--- src/rtl/tt_um_trish_p_risc_pkg.sv ---
// Shared constants for the p_risc tile: opcodes, core/UART state encodings, default baud divider.
package tt_um_trish_p_risc_pkg;

  localparam int unsigned DEFAULT_CLKS_PER_BIT = 434;
  localparam int unsigned DATA_W               = 8;
  localparam int unsigned PC_W                 = 4;
  localparam int unsigned IMEM_DEPTH           = 16;

  localparam logic [3:0] OP_NOP  = 4'h0;
  localparam logic [3:0] OP_LDI  = 4'h1;
  localparam logic [3:0] OP_LDH  = 4'h2;
  localparam logic [3:0] OP_ADDI = 4'h3;
  localparam logic [3:0] OP_SUBI = 4'h4;
  localparam logic [3:0] OP_STR  = 4'h5;
  localparam logic [3:0] OP_LDR  = 4'h6;
  localparam logic [3:0] OP_ADD  = 4'h7;
  localparam logic [3:0] OP_AND  = 4'h8;
  localparam logic [3:0] OP_XOR  = 4'h9;
  localparam logic [3:0] OP_JMP  = 4'hA;
  localparam logic [3:0] OP_JZ   = 4'hB;
  localparam logic [3:0] OP_OUT  = 4'hC;
  localparam logic [3:0] OP_GPIO = 4'hD;
  localparam logic [3:0] OP_IN   = 4'hE;
  localparam logic [3:0] OP_HALT = 4'hF;

  typedef enum logic {LOAD = 1'b0, RUN = 1'b1} state_e;

  typedef enum logic [1:0] {RX_IDLE, RX_START, RX_DATA, RX_STOP} rx_state_e;
  typedef enum logic {TX_IDLE, TX_SEND} tx_state_e;

endpackage

--- src/rtl/p_risc_uart.sv ---
// 8N1 UART receiver and transmitter sharing one clocks-per-bit divider setting.
module p_risc_uart
  import tt_um_trish_p_risc_pkg::*;
#(
  parameter int unsigned CLKS_PER_BIT = DEFAULT_CLKS_PER_BIT
) (
  input  logic       i_clk,
  input  logic       i_rst_n,
  input  logic       i_rx,
  output logic       o_rx_valid,
  output logic [7:0] o_rx_data,
  input  logic       i_tx_start,
  input  logic [7:0] i_tx_data,
  output logic       o_tx_busy,
  output logic       o_tx
);

  localparam int unsigned CNT_W = $clog2(CLKS_PER_BIT);
  localparam logic [CNT_W-1:0] BIT_LAST  = CNT_W'(CLKS_PER_BIT - 1);
  localparam logic [CNT_W-1:0] HALF_LAST = CNT_W'(CLKS_PER_BIT / 2 - 1);

  logic [1:0]       r_rx_sync;
  logic             w_rx;
  rx_state_e        r_rx_state, w_rx_state_nxt;
  logic [CNT_W-1:0] r_rx_cnt;
  logic [2:0]       r_rx_bit;
  logic [7:0]       r_rx_shreg;
  logic             r_rx_valid;
  logic             w_rx_half, w_rx_full;

  tx_state_e        r_tx_state, w_tx_state_nxt;
  logic [CNT_W-1:0] r_tx_cnt;
  logic [3:0]       r_tx_bit;
  logic [8:0]       r_tx_shreg;
  logic             r_tx;
  logic             w_tx_full;

  assign w_rx      = r_rx_sync[1];
  assign w_rx_half = (r_rx_cnt == HALF_LAST);
  assign w_rx_full = (r_rx_cnt == BIT_LAST);
  assign w_tx_full = (r_tx_cnt == BIT_LAST);

  assign o_rx_valid = r_rx_valid;
  assign o_rx_data  = r_rx_shreg;
  assign o_tx_busy  = (r_tx_state == TX_SEND);
  assign o_tx       = r_tx;

  // State registers and the two-flop RX synchroniser (idles high)
  always_ff @(posedge i_clk or negedge i_rst_n) begin
    if (!i_rst_n) begin
      r_rx_sync  <= 2'b11;
      r_rx_state <= RX_IDLE;
      r_tx_state <= TX_IDLE;
    end else begin
      r_rx_sync  <= {r_rx_sync[0], i_rx};
      r_rx_state <= w_rx_state_nxt;
      r_tx_state <= w_tx_state_nxt;
    end
  end

  // A start edge that is no longer low at mid-bit is treated as a glitch
  always_comb begin
    w_rx_state_nxt = r_rx_state;
    case (r_rx_state)
      RX_IDLE:  if (!w_rx) w_rx_state_nxt = RX_START;
      RX_START: if (w_rx_half) w_rx_state_nxt = w_rx ? RX_IDLE : RX_DATA;
      RX_DATA:  if (w_rx_full && (r_rx_bit == 3'd7)) w_rx_state_nxt = RX_STOP;
      RX_STOP:  if (w_rx_full) w_rx_state_nxt = RX_IDLE;
      default:  w_rx_state_nxt = RX_IDLE;
    endcase
  end

  always_comb begin
    w_tx_state_nxt = r_tx_state;
    case (r_tx_state)
      TX_IDLE: if (i_tx_start) w_tx_state_nxt = TX_SEND;
      TX_SEND: if (w_tx_full && (r_tx_bit == 4'd9)) w_tx_state_nxt = TX_IDLE;
      default: w_tx_state_nxt = TX_IDLE;
    endcase
  end

  // RX datapath: a low stop bit drops the byte without a valid pulse
  always_ff @(posedge i_clk or negedge i_rst_n) begin
    if (!i_rst_n) begin
      r_rx_cnt   <= '0;
      r_rx_bit   <= '0;
      r_rx_shreg <= '0;
      r_rx_valid <= 1'b0;
    end else begin
      r_rx_valid <= 1'b0;
      case (r_rx_state)
        RX_IDLE: begin
          r_rx_cnt <= '0;
          r_rx_bit <= '0;
        end
        RX_START: r_rx_cnt <= w_rx_half ? '0 : r_rx_cnt + CNT_W'(1);
        RX_DATA: begin
          if (w_rx_full) begin
            r_rx_cnt   <= '0;
            r_rx_shreg <= {w_rx, r_rx_shreg[7:1]};
            r_rx_bit   <= r_rx_bit + 3'd1;
          end else begin
            r_rx_cnt <= r_rx_cnt + CNT_W'(1);
          end
        end
        RX_STOP: begin
          if (w_rx_full) begin
            r_rx_cnt   <= '0;
            r_rx_valid <= w_rx;
          end else begin
            r_rx_cnt <= r_rx_cnt + CNT_W'(1);
          end
        end
        default: r_rx_cnt <= '0;
      endcase
    end
  end

  // TX datapath: shift register back-fills ones so the stop bit and idle fall out naturally
  always_ff @(posedge i_clk or negedge i_rst_n) begin
    if (!i_rst_n) begin
      r_tx_cnt   <= '0;
      r_tx_bit   <= '0;
      r_tx_shreg <= '1;
      r_tx       <= 1'b1;
    end else begin
      case (r_tx_state)
        TX_IDLE: begin
          if (i_tx_start) begin
            r_tx       <= 1'b0;
            r_tx_shreg <= {1'b1, i_tx_data};
            r_tx_cnt   <= '0;
            r_tx_bit   <= '0;
          end
        end
        TX_SEND: begin
          if (w_tx_full) begin
            r_tx_cnt   <= '0;
            r_tx_bit   <= r_tx_bit + 4'd1;
            r_tx       <= r_tx_shreg[0];
            r_tx_shreg <= {1'b1, r_tx_shreg[8:1]};
          end else begin
            r_tx_cnt <= r_tx_cnt + CNT_W'(1);
          end
        end
        default: r_tx <= 1'b1;
      endcase
    end
  end

endmodule

--- src/rtl/tt_um_trish_p_risc.sv ---
// Tiny Tapeout tile: 16-byte program loaded over UART, then run on an 8-bit accumulator core.
// Define UART_ECHO_EN to echo every byte received during LOAD back on uart_tx.
module tt_um_trish_p_risc
  import tt_um_trish_p_risc_pkg::*;
#(
  parameter int unsigned CLKS_PER_BIT = DEFAULT_CLKS_PER_BIT
) (
  input  logic       clk,
  input  logic       rst_n,
  input  logic       ena,
  input  logic [7:0] ui_in,
  output logic [7:0] uo_out,
  input  logic [7:0] uio_in,
  output logic [7:0] uio_out,
  output logic [7:0] uio_oe
);

  state_e            r_state, w_state_nxt;
  logic [DATA_W-1:0] r_a;
  logic [PC_W-1:0]   r_pc, w_pc_nxt;
  logic [PC_W-1:0]   r_ptr;
  logic [DATA_W-1:0] r_reg [4];
  logic [DATA_W-1:0] r_imem [IMEM_DEPTH];
  logic              r_gpio;

  logic [DATA_W-1:0] w_instr, w_rval;
  logic [3:0]        w_op, w_imm;
  logic              w_rx_valid, w_tx_start, w_tx_busy, w_tx;
  logic [DATA_W-1:0] w_rx_data, w_tx_data;
  logic              w_unused;

  assign w_instr  = r_imem[r_pc];
  assign w_op     = w_instr[7:4];
  assign w_imm    = w_instr[3:0];
  assign w_rval   = r_reg[w_imm[1:0]];
  assign w_unused = &{1'b0, ena, ui_in[7:4], ui_in[2:0], uio_in};

  p_risc_uart #(.CLKS_PER_BIT(CLKS_PER_BIT)) u_uart (
    .i_clk      (clk),
    .i_rst_n    (rst_n),
    .i_rx       (ui_in[3]),
    .o_rx_valid (w_rx_valid),
    .o_rx_data  (w_rx_data),
    .i_tx_start (w_tx_start),
    .i_tx_data  (w_tx_data),
    .o_tx_busy  (w_tx_busy),
    .o_tx       (w_tx)
  );

  always_ff @(posedge clk or negedge rst_n) begin
    if (!rst_n) r_state <= LOAD;
    else        r_state <= w_state_nxt;
  end

  always_comb begin
    w_state_nxt = r_state;
    case (r_state)
      LOAD:    if (w_rx_valid && (r_ptr == 4'hF)) w_state_nxt = RUN;
      RUN:     if (w_op == OP_HALT) w_state_nxt = LOAD;
      default: w_state_nxt = LOAD;
    endcase
  end

  // Control outputs: next PC (stalls hold it) and the TX launch request
  always_comb begin
    w_pc_nxt   = r_pc;
    w_tx_start = 1'b0;
    w_tx_data  = r_a;
    if (r_state == RUN) begin
      w_pc_nxt = r_pc + 4'd1;
      case (w_op)
        OP_JMP:  w_pc_nxt = w_imm;
        OP_JZ:   if (r_a == '0) w_pc_nxt = w_imm;
        OP_OUT: begin
          if (w_tx_busy) w_pc_nxt = r_pc;
          else           w_tx_start = 1'b1;
        end
        OP_IN:   if (!w_rx_valid) w_pc_nxt = r_pc;
        OP_HALT: w_pc_nxt = r_pc;
        default: ;
      endcase
    end else if (w_rx_valid && (r_ptr == 4'hF)) begin
      w_pc_nxt = '0;
    end
`ifdef UART_ECHO_EN
    if ((r_state == LOAD) && w_rx_valid && !w_tx_busy) begin
      w_tx_start = 1'b1;
      w_tx_data  = w_rx_data;
    end
`endif
  end

  // Datapath: program load in LOAD, instruction execution in RUN
  always_ff @(posedge clk or negedge rst_n) begin
    if (!rst_n) begin
      r_a    <= '0;
      r_pc   <= '0;
      r_ptr  <= '0;
      r_gpio <= 1'b0;
      for (int i = 0; i < 4; i++) r_reg[i] <= '0;
      for (int i = 0; i < int'(IMEM_DEPTH); i++) r_imem[i] <= '0;
    end else begin
      r_pc <= w_pc_nxt;
      if (r_state == LOAD) begin
        if (w_rx_valid) begin
          r_imem[r_ptr] <= w_rx_data;
          r_ptr         <= r_ptr + 4'd1;
        end
      end else begin
        case (w_op)
          OP_LDI:  r_a <= {4'h0, w_imm};
          OP_LDH:  r_a <= {w_imm, r_a[3:0]};
          OP_ADDI: r_a <= r_a + {4'h0, w_imm};
          OP_SUBI: r_a <= r_a - {4'h0, w_imm};
          OP_STR:  r_reg[w_imm[1:0]] <= r_a;
          OP_LDR:  r_a <= w_rval;
          OP_ADD:  r_a <= r_a + w_rval;
          OP_AND:  r_a <= r_a & w_rval;
          OP_XOR:  r_a <= r_a ^ w_rval;
          OP_GPIO: r_gpio <= w_imm[0];
          OP_IN:   if (w_rx_valid) r_a <= w_rx_data;
          OP_HALT: r_ptr <= '0;
          default: ;
        endcase
      end
    end
  end

  assign uo_out  = {1'b0, (r_state == RUN), r_gpio, w_tx, r_pc};
  assign uio_out = r_a;
  assign uio_oe  = 8'hFF;

endmodule

--- config.mk ---
export PLATFORM = sky130hd
export DESIGN_NAME = tt_um_trish_p_risc
export DESIGN_NICKNAME = d
export VERILOG_FILES = /design/src/rtl/tt_um_trish_p_risc_pkg.sv /design/src/rtl/p_risc_uart.sv /design/src/rtl/tt_um_trish_p_risc.sv
export SDC_FILE = /design/constraint.sdc
export NUM_CORES = 1
export LEC_CHECK = 0
export ABC_AREA = 1
export CAP_MARGIN = 30
export CORE_MARGIN = 2
export CORE_UTILIZATION = 33
export DETAILED_ROUTE_END_ITERATION = 12
export PLACE_DENSITY = 0.5
export SYNTH_ARGS = -nofsm -noshare
export SYNTH_HDL_FRONTEND = slang
export SYNTH_SLANG_ARGS = --single-unit
--- constraint.sdc ---
create_clock -name clk -period 5 [get_ports clk]
set_input_delay 1 -clock clk [delete_from_list [all_inputs] [get_ports clk]]
set_output_delay 1 -clock clk [all_outputs]
set_load 0.03 [all_outputs]
# After elaboration in Yosys (flattened, before gate mapping)
# Index checks and enable logic that the tools add are counted.
[totals] ff_bits=227 output_inout_bits=24 input_bits=19 elab_cells=176
[classes] n_addsub=9 n_reduce_logical=24 bitwise=8 n_mux=57 eq_ne=36 order_cmp=5
[ops] cell="bitwise mux 128 bit" n=1
[ops] cell="one-hot mux 8 bit (9 select lines)" n=1
[ops] cell="two-way mux 8 bit" n=7
[ops] cell="two-way mux 9 bit" n=6
[ops] cell="== test 4 bit, second input constant" n=10
[ops] cell="two-way mux 4 bit" n=10
[ops] cell="one-hot mux 9 bit (2 select lines)" n=2
[ops] cell="binary-select mux 8 bit (select 4 bit)" n=1
[ops] cell="bitwise mux 32 bit" n=1
[ops] cell="demux 8 bit (select 4 bit)" n=1
[ops] cell="one-hot mux 9 bit (3 select lines)" n=1
[ops] cell="one-hot mux 4 bit (5 select lines)" n=1
[ops] cell="adder 9 x 1 -> 9 bit, second input constant" n=2
[ops] cell="== test 9 bit, second input constant" n=2
[ops] cell="binary-select mux 8 bit (select 2 bit)" n=1
[ops] cell="demux 8 bit (select 2 bit)" n=1
[ops] cell="== test 4 x 3 -> 1 bit, second input constant" n=4
[ops] cell="inequality test 2 x 1 -> 1 bit, second input constant" n=7
[ops] cell="AND reduction 2 bit" n=7
[ops] cell="adder 4 x 1 -> 4 bit, second input constant" n=3
[ops] cell="AND reduction 4 bit" n=3
[ops] cell="two-way mux 1 bit" n=11
[ops] cell="greater-or-equal comparator 5 bit, second input constant" n=2
[ops] cell="two-way mux 2 bit" n=5
[ops] cell="34 further kinds" n=49

# Logic depth before layout (Yosys ltp)
[logic_depth] depth_word=10 depth_mapped=30 ltp_nobuf=26

# Cells and area by module
# Synthesis repeated with hierarchy kept, for this count alone.
[hier_totals] hier_cells=1569 area_unflattened_um2=12182.9
[modules_own_cells] module="tt_um_trish_p_risc" instances=1 seq_area_each_um2=4454.3 cells_each=1293 area_each_um2=9666.8
[modules_own_cells] module="p_risc_uart" instances=1 seq_area_each_um2=1214.9 cells_each=276 area_each_um2=2516.2

# Worst setup path after synthesis
# Ideal clock, no wire load.
[synth_path] kind="flip-flop to flip-flop" startpoint="register r_pc[0]" endpoint="register r_a[6], in the netlist uio_out[6]" setup_time_ns=0.119 arrival_time_ns=3.718 n_path_buf=5 synth_period_minus_slack_ns=3.837 t_required_ns=4.881 setup_slack_ns=1.163 path_stages_with_launch=28 path_cell_list="dfrtp_1 -> buf_4 -> inv_4 -> buf_6 -> buf_4 -> buf_4 -> buf_2 -> a21oi_1 -> nor3_1 -> o21ai_0 -> nand2_1 -> inv_1 -> nand2_1 -> nor2_1 -> ha_1 -> nand2_1 -> o221ai_1 -> ha_1 -> nand2_1 -> o21ai_0 -> nand2_1 -> nand2_1 -> a21oi_1 -> or2_2 -> nand3_1 -> nand3_1 -> nand2_1 -> nand2_1"
[synth_between] elab_chain_cells=10 word_cells_on_any_way=26 classes_between="add/sub: 3; eq/ne: 10; mux: 7; bitwise: 4; reduce/logical: 2"
[synth_rtl] element="start, declared" line="tt_um_trish_p_risc.sv:20" text="logic [PC_W-1:0] r_pc, w_pc_nxt;"
[synth_rtl] element="start signal, assigned" line="tt_um_trish_p_risc.sv:103" text="r_pc <= w_pc_nxt;"
[synth_rtl] element="NOT 4 -> 5 bit (not written as such) *" line="tt_um_trish_p_risc.sv:32" text="assign w_instr = r_imem[r_pc];"
[synth_rtl] element="binary-select mux 8 bit (select 4 bit) *" line="tt_um_trish_p_risc.sv:32"
[synth_rtl] element="two-way mux 8 bit (not written as such) * (2 in a row)" line="tt_um_trish_p_risc.sv:32"
[synth_rtl] element="NOT 2 -> 3 bit (not written as such)" line="tt_um_trish_p_risc.sv:35" text="assign w_rval = r_reg[w_imm[1:0]];"
[synth_rtl] element="binary-select mux 8 bit (select 2 bit)" line="tt_um_trish_p_risc.sv:35"
[synth_rtl] element="two-way mux 8 bit (not written as such) (2 in a row)" line="tt_um_trish_p_risc.sv:35"
[synth_rtl] element="adder 8 bit, or another cell as far along" line="tt_um_trish_p_risc.sv:117" text="OP_ADD: r_a <= r_a + w_rval;"
[synth_rtl] element="one-hot mux 8 bit (9 select lines)" line="tt_um_trish_p_risc.sv:110" text="case (w_op)"
[synth_rtl] element="end signal, assigned" line="tt_um_trish_p_risc.sv:111" text="OP_LDI: r_a <= {4'h0, w_imm};"
[synth_rtl] element="end signal, assigned" line="tt_um_trish_p_risc.sv:117"
[synth_rtl] element="end signal, assigned" line="tt_um_trish_p_risc.sv:118" text="OP_AND: r_a <= r_a & w_rval;"
[synth_rtl] element="end, declared" line="tt_um_trish_p_risc.sv:19" text="logic [DATA_W-1:0] r_a;"
# Mark *: on every way between the ends. The rest lies on a longest branch, timed or not. The select of a mux whose other input is x is not followed.
# A chain may end at the register's enable or synchronous reset.

# Worst setup path after layout
[layout_path] startpoint="register r_pc[2]" endpoint="register r_a[6], in the netlist uio_out[6]"
# Same word-level chain as after synthesis.

==> key figures <==
Route
  – DR pass1 iterations: 7
  – Wirelength, routed: 32000 um
  – Vias: 9601
  – DR WL/cell: 16.0 um
  – 1st-iter DRT viols: 683
  – DRC Markers: 0
  – Post-route ant nets: 0
  – Drt via density: 4.79

STA
  – RSZ-0062 raised after global routing: no
  – Fin. Hold Viols: 0
  – Setup TNS: 0 ns
  – Final worst-path cycle share: 0.856
  – Clk_skew: 0.0115 ns
  – Fmax: 234 MHz
  – Final max-slew violation count: 0
  – Slew HR: 0.355
  – Setup violations, final: 0
  – Minimum clock period: 4.28 ns
  – Worst-Margin Slew: 0.964 ns

Floorplanning
  – Starting Density: 0.336
  – Num rows: 69
  – Die Y: 194 um
  – DIE WIDTH: 194 um
  – Placeable Area: 35600 sq um
  – Die footprint: 37700 sq um
  – Top-Level Pins: 43

Placed design
  – Gp weighted congestion: 0.815
  – I/O Buffers: 17
  – Dpl hpwl: 21400 um

CTS
  – Post-CTS Hold Fix Bufs: 0
  – CTS Buffer Depth: 3
  – CTS resizes: 0
  – Num CTS Buffers: 28
  – Post-CTS Setup Bufs: 0
  – CTS Sinks: 226
  – Worst-path clk slew: 0.06 ns
  – Clock Latency Late Sink: 0.54 ns
  – TritonCTS clock tree: built
  – Htree depth: 1
  – Clock Tree Root: clkbuf_16

Yosys
  – Mux cell area share after synthesis: 0.00168
  – Adder-Cell Fraction of Synth Area: 0.0384
  – Post-synthesis sequential area ratio: 0.475
  – Avg Cell Area, Syn: 7.86 sq um
  – Fraction of registers with async set/reset: 1.00
  – Post-synth EDFFs: 0
  – Post-Synthesis Cells: 1519
  – Compound-Gate Fraction of Synth Area: 0.130
  – Ys flop type: dfrtp_1
  – Cell Area, Synth: 11900 sq um
  – Post-synthesis register bit count: 226
  – Xor and xnor area share after synthesis: 0.0117
  – Yosys warns: 0
  – Distinct cells, synth: 45
  – Synth Area in Simple Gates: 0.262
  – Largest family of logic cells by synthesized area: simple AND/OR/NAND/NOR gates

Cells and area
  – Area delta synth->final: 12.7%
  – Largest register FFs: 128
  – Fin nets: 1576
  – Ratio of cells with drive above 1 in the final layout: 0.0927
  – Number of diodes: 0

Global route
  – Initial antenna violation count: 0
  – Grt total ovfl: 0
  – Pin count of the biggest net entering global routing: 109
  – GRT Total Usage: 0.173
  – Vias in the first global route: 9451
  – Global-route wire length before repair: 52700 um

Worst hold path
  – Hold path start: u_uart.r_rx_sync[0]
  – Worst Hold Class: flop to flop

Worst setup path
  – Critical path arrival: 4.72 ns
  – Largest stage delay, worst path: 0.66 ns
  – Critical R2R Launch: r_pc[2]
  – CP Max Fanout: 16
  – Worst Path Required: 5.44 ns
  – Setup Crit Path Kind: flop to flop
  – CP startpoint kind: flop
  – Slowest-stage cell, CP: dfrtp_1
  – Worst Setup End Kind: flop
  – CP startpoint: r_pc[2]
  – Cell-by-cell trace of the critical path: inv_2, nor2_8, nand3_1, nand2_1, nor2_1, nand2_1, nand2_2, inv_2, nand2_4, nor2_1, inv_1, o21ai_0, ha_1, inv_1, fa_1, o21ai_0, nand2_1, nand2_1, a21oi_1, or2_2, nand3_1, nand3_1, nand2_1, nand2_1
  – CP most frequent cell: nand2_1

Flow run
  – Max-cap violations: 0

Run status
  – Status: finished clean

Power
  – Maximum vdd drop: 0.000242 V
  – Pwr/cell area: 293 nW/um^2
  – Overall power: 3.95 mW
  – Pleak: 6.21 nW
[kinds of logic after synthesis]
group / count (synthesis)
and+or+nand+nor: 736
other: 2
muxes: 2
adders and majority gates: 36
DFF: 226
AOI/OAI and AO/OA: 287
xor gates and xnor gates: 16
buffers and inverters: 214
[final timing paths]
kind / cells past startpoint / slack, ns / to
min in group asynchronous: 1 / 0.52 / r_imem[102]
worst min-delay path: 0 / 0.35 / u_uart.r_rx_sync[1]
worst min register to register: 0 / 0.35 / u_uart.r_rx_sync[1]
worst max register to register: 24 / 0.72 / uio_out[6]
worst max-delay path: 24 / 0.72 / uio_out[6]
max in group asynchronous: 2 / 3.45 / u_uart.r_tx_shreg[4]
[power by group]
group	internal (mW)	switching (mW)	leakage [nW]	total (mW)
Combinational	0.00406	0.0454	2.63	0.0494
Sequential	1.83	0.000265	3.10	1.83
Clock	1.26	0.802	0.477	2.07
Total	3.10	0.847	6.21	3.95
[cell usage in the layout (no fill, tap or decap), types with 7 or more instances in the layout]
| cell type | synthesis | final |
|---|---|---|
| a31oi_1 | 7 | 7 |
| buf_4 | 23 | 18 |
| o22ai_1 | 12 | 12 |
| nand4_1 | 8 | 8 |
| inv_1 | 123 | 123 |
| dfrtp_1 | 215 | 214 |
| nand3_1 | 85 | 85 |
| dfstp_2 | 11 | 11 |
| inv_2 | 12 | 12 |
| nand2_1 | 430 | 430 |
| o21ai_1 | 31 | 31 |
| nor3_1 | 11 | 10 |
| nor2_1 | 162 | 162 |
| clkbuf_8 | 0 | 7 |
| clkbuf_16 | 0 | 29 |
| ha_1 | 35 | 35 |
| nand2_2 | 10 | 10 |
| clkdlybuf4s50_1 | 0 | 16 |
| nand2_4 | 11 | 11 |
| o211ai_1 | 10 | 10 |
| o21ai_0 | 120 | 120 |
| a21oi_1 | 88 | 88 |
| o21ai_2 | 9 | 9 |
| xor2_1 | 11 | 11 |
| conb_1 | 2 | 9 |
[routing by layer]
| metal | track usage | part of all wire | vias up | routed length [um] |
|---|---|---|---|---|
| met5 | 0 | 0 | - | 0 |
| met4 | 0.0412 | 0.021 | 0 | 684 |
| met3 | 0.0266 | 0.038 | 42 | 1220 |
| met2 | 0.282 | 0.45 | 160 | 14500 |
| met1 | 0.242 | 0.49 | 4528 | 15500 |
| li1 | - | - | 4871 | - |
[worst max-delay path, delay by kind of cell, from the launching register on]
family / cells / cell delay, ns
buf+inv: 4 / 0.52
compound gates: 3 / 0.57
flops: 1 / 0.66
simple gates: 15 / 1.80
fa+ha+maj: 2 / 0.60
[stage by stage]
stage | util | worst slack [ns] | hold WS (ns) | cell area, sq um | cells
global route | 0.378 | 0.349 | 0.362 | 13500 | 2003
floorplan | - | 1.16 | 0.345 | 12000 | 1526
CTS | 0.378 | 0.718 | 0.356 | 13400 | 2002
finish | 0.378 | 0.720 | 0.354 | 13500 | 2003
global placement | 0.349 | 0.758 | 0.346 | 12400 | 1943
detailed placement | 0.351 | 0.733 | 0.348 | 12500 | 1951
[cell usage after synthesis (2+ instances only)]
library cell / number / area [sq um]
nand2_1: 430 / 1610
dfrtp_1: 215 / 5380
nor2_1: 162 / 608
inv_1: 123 / 462
o21ai_0: 120 / 601
a21oi_1: 88 / 440
nand3_1: 85 / 425
ha_1: 35 / 438
clkbuf_1: 34 / 128
o21ai_1: 31 / 155
buf_4: 23 / 173
inv_2: 12 / 45.0
o22ai_1: 12 / 75.1
buf_2: 11 / 55.1
dfstp_2: 11 / 289
nand2_4: 11 / 124
nor3_1: 11 / 55.1
xor2_1: 11 / 96.3
nand2_2: 10 / 62.6
o211ai_1: 10 / 75.1
o21ai_2: 9 / 78.8
nand4_1: 8 / 50.1
a31oi_1: 7 / 43.8
buf_6: 7 / 78.8
nor2_2: 6 / 37.5
nor4_1: 6 / 37.5
xnor2_1: 5 / 43.8
nor2_8: 3 / 60.1
conb_1: 2 / 7.51
inv_4: 2 / 12.5
mux2i_1: 2 / 20.0
o221ai_1: 2 / 17.5
o31ai_1: 2 / 15.0
o32ai_1: 2 / 17.5
[cell type report]
class | count | area (sq um)
Clock buffer | 40 | 837
Clock inverter | 11 | 116
Fill cell | 3749 | 22100
Inverter | 138 | 523
Multi-Input combinational cell | 1086 | 5340
Sequential cell | 226 | 5670
Tap cell | 461 | 577
Timing Repair Buffer | 41 | 395
(Power assumes the default switching activity.)
